===== config.mk =====
export PLATFORM = sky130hd
export DESIGN_NAME = regfile_wb_arbiter
export DESIGN_NICKNAME = d
export VERILOG_FILES = /design/src/rtl/regfile_wb_arbiter.sv
export SDC_FILE = /design/constraint.sdc
export NUM_CORES = 1
export LEC_CHECK = 0
export CORE_ASPECT_RATIO = 2
export CORE_MARGIN = 1.5
export CORE_UTILIZATION = 35
export CTS_CLUSTER_DIAMETER = 100
export DETAILED_ROUTE_END_ITERATION = 12
export PLACE_DENSITY_LB_ADDON = 0.2
export SLEW_MARGIN = 10
export SYNTH_ARGS = -nofsm -noshare
export SYNTH_HDL_FRONTEND = slang
export SYNTH_SLANG_ARGS = --single-unit

===== constraint.sdc =====
create_clock -name clk -period 3.2 [get_ports clk]
set_input_delay 0.64 -clock clk [delete_from_list [all_inputs] [get_ports clk]]
set_output_delay 0.64 -clock clk [all_outputs]
set_load 0.02 [all_outputs]

===== src/rtl/regfile_wb_arbiter.sv =====
// regfile_wb_arbiter: shares the register-file write port between the in-order
// pipeline writeback (always wins) and a buffered long-latency result stream.
// Also keeps a per-register busy scoreboard and a starvation bubble request.
module regfile_wb_arbiter #(
    parameter int XLEN         = 32,
    parameter int FIFO_DEPTH   = 2,
    parameter int STARVE_LIMIT = 4
) (
    input  logic            clk,
    input  logic            rst,
    input  logic            p_valid,
    input  logic [4:0]      p_rd,
    input  logic [XLEN-1:0] p_data,
    input  logic            s_valid,
    output logic            s_ready,
    input  logic [4:0]      s_rd,
    input  logic [XLEN-1:0] s_data,
    input  logic            iss_valid,
    input  logic [4:0]      iss_rd,
    output logic [31:0]     busy,
    output logic            stall_req,
    output logic            err_waw,
    output logic            rf_we,
    output logic [4:0]      rf_rd,
    output logic [XLEN-1:0] rf_wdata
);

    localparam int AW = $clog2(FIFO_DEPTH);
    localparam int CW = $clog2(STARVE_LIMIT) + 1;
    localparam logic [AW:0]   FULL_COUNT = (AW + 1)'(FIFO_DEPTH);
    localparam logic [CW-1:0] LIMIT      = CW'(STARVE_LIMIT);

    logic [4:0]      fifo_rd   [FIFO_DEPTH];
    logic [XLEN-1:0] fifo_data [FIFO_DEPTH];
    logic [AW-1:0]   wr_ptr;
    logic [AW-1:0]   rd_ptr;
    logic [AW:0]     count;
    logic [CW-1:0]   starve_cnt;

    logic            empty;
    logic            full;
    logic            push;
    logic            pop;
    logic [4:0]      head_rd;
    logic [XLEN-1:0] head_data;
    logic [31:0]     busy_next;
    logic            waw_next;

    assign empty     = (count == '0);
    assign full      = (count == FULL_COUNT);
    assign s_ready   = !full && !rst;
    assign push      = s_valid && s_ready;
    assign pop       = !p_valid && !empty;
    assign head_rd   = fifo_rd[rd_ptr];
    assign head_data = fifo_data[rd_ptr];
    assign stall_req = (starve_cnt >= LIMIT);

    // Write-port mux: pipeline first, then FIFO head, otherwise idle.
    always_comb begin
        rf_we    = 1'b0;
        rf_rd    = '0;
        rf_wdata = '0;
        if (p_valid) begin
            rf_we    = (p_rd != 5'd0);
            rf_rd    = p_rd;
            rf_wdata = p_data;
        end else if (!empty) begin
            rf_we    = (head_rd != 5'd0);
            rf_rd    = head_rd;
            rf_wdata = head_data;
        end
    end

    // Scoreboard next state: clear on pop first so a same-cycle issue wins.
    always_comb begin
        busy_next = busy;
        waw_next  = 1'b0;
        if (pop && head_rd != 5'd0) begin
            busy_next[head_rd] = 1'b0;
        end
        if (iss_valid && iss_rd != 5'd0) begin
            busy_next[iss_rd] = 1'b1;
            waw_next = busy[iss_rd] && !(pop && head_rd == iss_rd);
        end
        busy_next[0] = 1'b0;
    end

    // FIFO storage write; contents need no reset since count gates reads.
    always_ff @(posedge clk) begin
        if (push) begin
            fifo_rd[wr_ptr]   <= s_rd;
            fifo_data[wr_ptr] <= s_data;
        end
    end

    // FIFO pointers and occupancy count.
    always_ff @(posedge clk) begin
        if (rst) begin
            wr_ptr <= '0;
            rd_ptr <= '0;
            count  <= '0;
        end else begin
            if (push) wr_ptr <= wr_ptr + AW'(1);
            if (pop)  rd_ptr <= rd_ptr + AW'(1);
            case ({push, pop})
                2'b10:   count <= count + (AW + 1)'(1);
                2'b01:   count <= count - (AW + 1)'(1);
                default: count <= count;
            endcase
        end
    end

    // Busy scoreboard and write-after-write error pulse.
    always_ff @(posedge clk) begin
        if (rst) begin
            busy    <= '0;
            err_waw <= 1'b0;
        end else begin
            busy    <= busy_next;
            err_waw <= waw_next;
        end
    end

    // Saturating starvation counter: counts cycles the head is blocked.
    always_ff @(posedge clk) begin
        if (rst || pop || empty) begin
            starve_cnt <= '0;
        end else if (p_valid && starve_cnt != '1) begin
            starve_cnt <= starve_cnt + CW'(1);
        end
    end

endmodule


# == Word-level counts from Yosys, hierarchy flattened ==
# Memories as Yosys holds them, arrays and structs flattened. A register that Yosys moved wholly into a read port is not among the register bits.
# Cells that the tools add are included.
# totals
regBits,40
latch_bits,0
ramBits,74
romBits,0
in_bits,84
output_inout_bits,73
elab_cells,72
mem_count,2
# op_classes
addsub,5
multipliers,0
div_mod_pow,0
n_lt_le_gt_ge,5
n_eq_ne,5
shifts,0
n_mux,21
n_bitwise,4
n_reduce_logical,23
# mem_list
memory,words,word_bits,rd,rd_ports_with_merged_regs,wr,line,rtl
fifo_data,2,32,1,1,1,34,logic [XLEN-1:0] fifo_data [FIFO_DEPTH];
fifo_rd,2,5,1,1,1,33,logic [4:0] fifo_rd [FIFO_DEPTH];
# ops
cell,n
$mux W32,4
$and A32 B32 Y32,1
$not A32 Y32,1
$or A32 B32 Y32,1
$reduce_bool A5 Y1,3
$lt A5 B6 Y1 const B,2
$mux W1,11
$demux W1 S5,2
$ge A5 B1 Y1 const B,2
$logic_and A1 B1 Y1,10
$mux W5,2
$bmux W1 S5,1
$eq A5 B5 Y1,1
$logic_not A1 Y1,5
$eq A2 B2 Y1 const B,2
$pmux W2 S2,1
$add A3 B1 Y3 const B,1
$ge A3 B3 Y1 const B,1
$ne A3 B3 Y1 const B,1
$add A1 B1 Y1 const B,2
$add A2 B1 Y2 const B,1
$eq A2 B1 Y1 const B,1
$logic_not A2 Y1,1
$logic_or A1 B1 Y1,2
4 further kinds,4

# == Depth between registers and ports, before layout ==
# logic_depth
ltp_word,9
ltp_mapped,8
ltp_nobuf,7

# == Worst setup path before layout ==
# OpenSTA, ideal clock, no wires.
# synth_path
path_kind,input port to flip-flop
start,input port rst
end,"memory fifo_data[0][0], enable pin"
setup_ns,0.431
t_arrival_ns,2.829
t_required_ns,2.769
setup_slack_ns,-0.060
stages,3
path_cell_list,a21oi_1 > nand2_1 > nor2_1
# synth_between
elab_chain_cells,5
# synth_rtl
item,line,rtl
from (decl),10,"input logic rst,"
$logic_not A1 Y1,51,assign s_ready = !full && !rst;
$logic_and A1 B1 Y1,51,
$logic_and A1 B1 Y1,52,assign push = s_valid && s_ready;
$mux W1,90,if (push) begin
$mux W1 (implied by the code),92,fifo_data[wr_ptr] <= s_data;
to (decl),34,
# No other way between the ends.

# == Worst setup path after layout ==
# layout_path
start,input port p_valid
end,output port rf_we
# layout_between
elab_chain_cells,1
# layout_rtl
item,line,rtl
from (decl),11,"input logic p_valid,"
$mux W1,63,if (p_valid) begin
to (decl),23,"output logic rf_we,"
# No other way between the ends.

==> impl_metrics.py <==
metrics = {
    "status": {
        "outcome": "finished, final reports clean",
    },
    "pwr": {
        "power.switching_mw": 1.36,
        "power_density_mw_per_mm2": 627,
        "switching_share_pct": 28.9,
        "power_frac_seq_pct": 36.5,
        "pwr-share-clk_pct": 40.0,
        "comb_power_share_pct": 23.6,
        "power.leakage_nw": 2.60,
        "p_int_mw": 3.35,
        "peakVddDrop_mv": 0.377,
    },
    "worst_setup_path": {
        "path_class": "in -> out",
        "r2r-start": "count[0]$_SDFFE_PP0P_",
        "critical_path.startpoint": "p_valid",
        "cp.arrival_ns": 2.42,
        "critPathRequiredTime_ns": 2.56,
        "startpoint_type": "primary input",
        "path_max_fanout": 7,
        "end_kind": "output pin",
    },
    "detailed_routing": {
        "wl_per_cell_um": 17.0,
        "drt_iter0_markers": 187,
        "ant_nets": 0,
        "firstDrtPassIters": 5,
        "viasPerCell": 5.03,
        "routed_wl_um": 14000,
        "vias": 4153,
        "drc": 0,
    },
    "synthesis": {
        "yosys_register_bits": 114,
        "synth_edf_count": 74,
        "async_flop_share_pct": 0,
        "synthCells": 456,
        "yosys_most_used_dff": "edfxtp_1",
        "yosysWarnings": 0,
        "synth_nets": 544,
        "yosysSeqAreaShare_pct": 59.2,
        "synth_cell_type_count": 45,
        "syn_area_per_cell_um2": 11.2,
        "syn_area_mm2": 0.00511,
    },
    "clocking": {
        "ctsHoldBuffers": 0,
        "post_cts_buffers": 0,
        "clk_latency_ns": 0.41,
        "cts-htree-levels": 4,
        "path_clk_slew_ns": 0.05,
        "cts_buffers": 17,
        "post_cts_resized": 0,
        "clock_sinks": 114,
        "root_buffer": "clkbuf_16",
        "cts_buffer_depth": 2,
        "cts_tree": "yes",
    },
    "layout": {
        "final_cell_area_mm2": 0.00752,
        "final_nets": 708,
        "area_growth_pct": 47.1,
        "utilization_pct": 52.4,
        "diodes": 0,
        "drive_gt1_share_pct": 9.64,
    },
    "floorplanning": {
        "die_x_um": 88.4,
        "core-area_mm2": 0.0144,
        "start_util_pct": 35.6,
        "dieHeight_um": 174,
        "die-area_mm2": 0.0154,
        "rows": 62,
        "num_io_pins": 157,
    },
    "timing": {
        "drv_slew": 0,
        "fin_tns_setup_ns": 0,
        "rsz0062_at_grt": "false",
        "period_minus_slack_ns": 3.06,
        "fin_crit_sh_pct": 95.7,
        "fmax_ghz": 0.326,
        "final-setup-viol-count": 0,
        "skew_ns": 0.00868,
        "tightest_slew_ns": 0.707,
        "hold_violations": 0,
        "relSlewSlack_pct": 52.7,
    },
    "global_routing": {
        "antenna_found_initial": 0,
        "grt_first_pass_wirelength_um": 21800,
        "grt_pass1_vias": 4483,
        "grt_max_degree": 41,
        "gr-total-overflow": 0,
        "gr-usage-all-layers_pct": 18.9,
    },
    "min_path": {
        "hp-start": "busy[10]$_SDFF_PP0_",
        "hold_class": "reg -> reg",
    },
    "place": {
        "io_buffers": 155,
        "dpl_cell_area_mm2": 0.00692,
        "dp_hpwl_um": 10300,
        "routabilityCongestion": 0.929,
    },
    "run": {
        "maxCapViolCount": 0,
    },
}
-- synthesized netlist by cell type (all sizes together) (3+ instances only) --
| library cell | instances | area (µm²) |
|---|---|---|
| nand2 | 80 | 300 |
| edfxtp | 74 | 2220 |
| o21ai | 71 | 355 |
| dfxtp | 40 | 801 |
| mux2i | 39 | 394 |
| a21oi | 34 | 170 |
| nor2 | 21 | 78.8 |
| buf | 15 | 96.3 |
| clkbuf | 12 | 45.0 |
| mux4 | 7 | 180 |
| nand2b | 7 | 43.8 |
| inv | 6 | 22.5 |
| xor2 | 6 | 52.6 |
| nor2b | 5 | 31.3 |
| ha | 4 | 50.1 |
| nor3 | 4 | 20.0 |
| xnor2 | 4 | 35.0 |
| nand3 | 3 | 15.0 |
| or3 | 3 | 18.8 |
-- registers in the layout, summed over array words and instances, names as in the netlist, named ones only --
register / count
busy: 31
count: 2
err_waw: 1
fifo_data: 64
fifo_rd: 10
rd_ptr: 1
starve_cnt: 3
wr_ptr: 1
-- cell families after synthesis --
| kind of cell | Yosys count | share of synthesized area (%) |
|---|---|---|
| DFF | 114 | 59.2 |
| xor gates and xnor gates | 10 | 1.71 |
| muxes | 48 | 11.8 |
| other | 1 | 0.0734 |
| buffers and inverters | 33 | 3.21 |
| AOI/OAI and AO/OA | 112 | 11.6 |
| and+or+nand+nor | 134 | 11.5 |
| adders and majority gates | 4 | 0.979 |
-- final timing paths --
path	to	slack (ns)	cells past startpoint
worst max-delay path	rf_we	0.14	7
worst min-delay path	busy[10]$_SDFF_PP0_	0.49	2
worst max register to register	count[1]$_SDFFE_PP0P_	1.15	8
worst min register to register	busy[10]$_SDFF_PP0_	0.49	2
-- placed cells by master (no fill, tap or decap), types with 15 or more instances in the layout --
master	n
edfxtp_1	74
nand2_1	80
a21oi_1	34
clkbuf_16	17
nor2_1	20
mux2i_1	38
o21ai_0	70
dfxtp_1	39
clkdlybuf4s50_1	155
buf_4	15
-- worst max-delay path, stage by stage --
cell and delay [ns]:
clkdlybuf4s50_1 0.41, or2_2 0.34, buf_4 0.19, inv_2 0.06
o21ai_0 0.10, nand2_1 0.09, clkdlybuf4s50_1 0.59
-- power by group through the flow --
stage	Clock, mW	Sequential (mW)	Combinational, mW
after global routing	1.98	1.73	1.20
after CTS	1.92	1.72	1.13
after global placement	0	1.74	1.10
final	1.88	1.72	1.11
after floorplan	0	1.73	0.624
after detailed placement	0	1.75	1.12
-- metrics by stage --
stage	cells	worst slack, ns	power [mW]	hold WS (ns)
global placement	793	0.147	2.85	0.476
finish	825	0.136	4.71	0.493
floorplan	456	0.546	2.35	0.472
global route	825	0.0637	4.91	0.519
CTS	825	0.139	4.77	0.489
detailed placement	793	0.150	2.87	0.482
-- cell type report --
type	count	area, µm²
Inverter	6	22.5
Clock buffer	17	425
Tap cell	192	240
Sequential cell	114	3020
Fill cell	1270	6830
Clock inverter	15	169
Multi-Input combinational cell	309	1930
Timing Repair Buffer	172	1700
-- routing by layer --
metal	GRT usage, %	share of wire (%)	vias up
li1	-	-	1979
met1	18.8	36	1915
met5	0	0	-
met4	13.0	5.2	0
met2	33.6	53	217
met3	4.19	6.1	42
No activity file was read; power rests on OpenSTA's default activity.
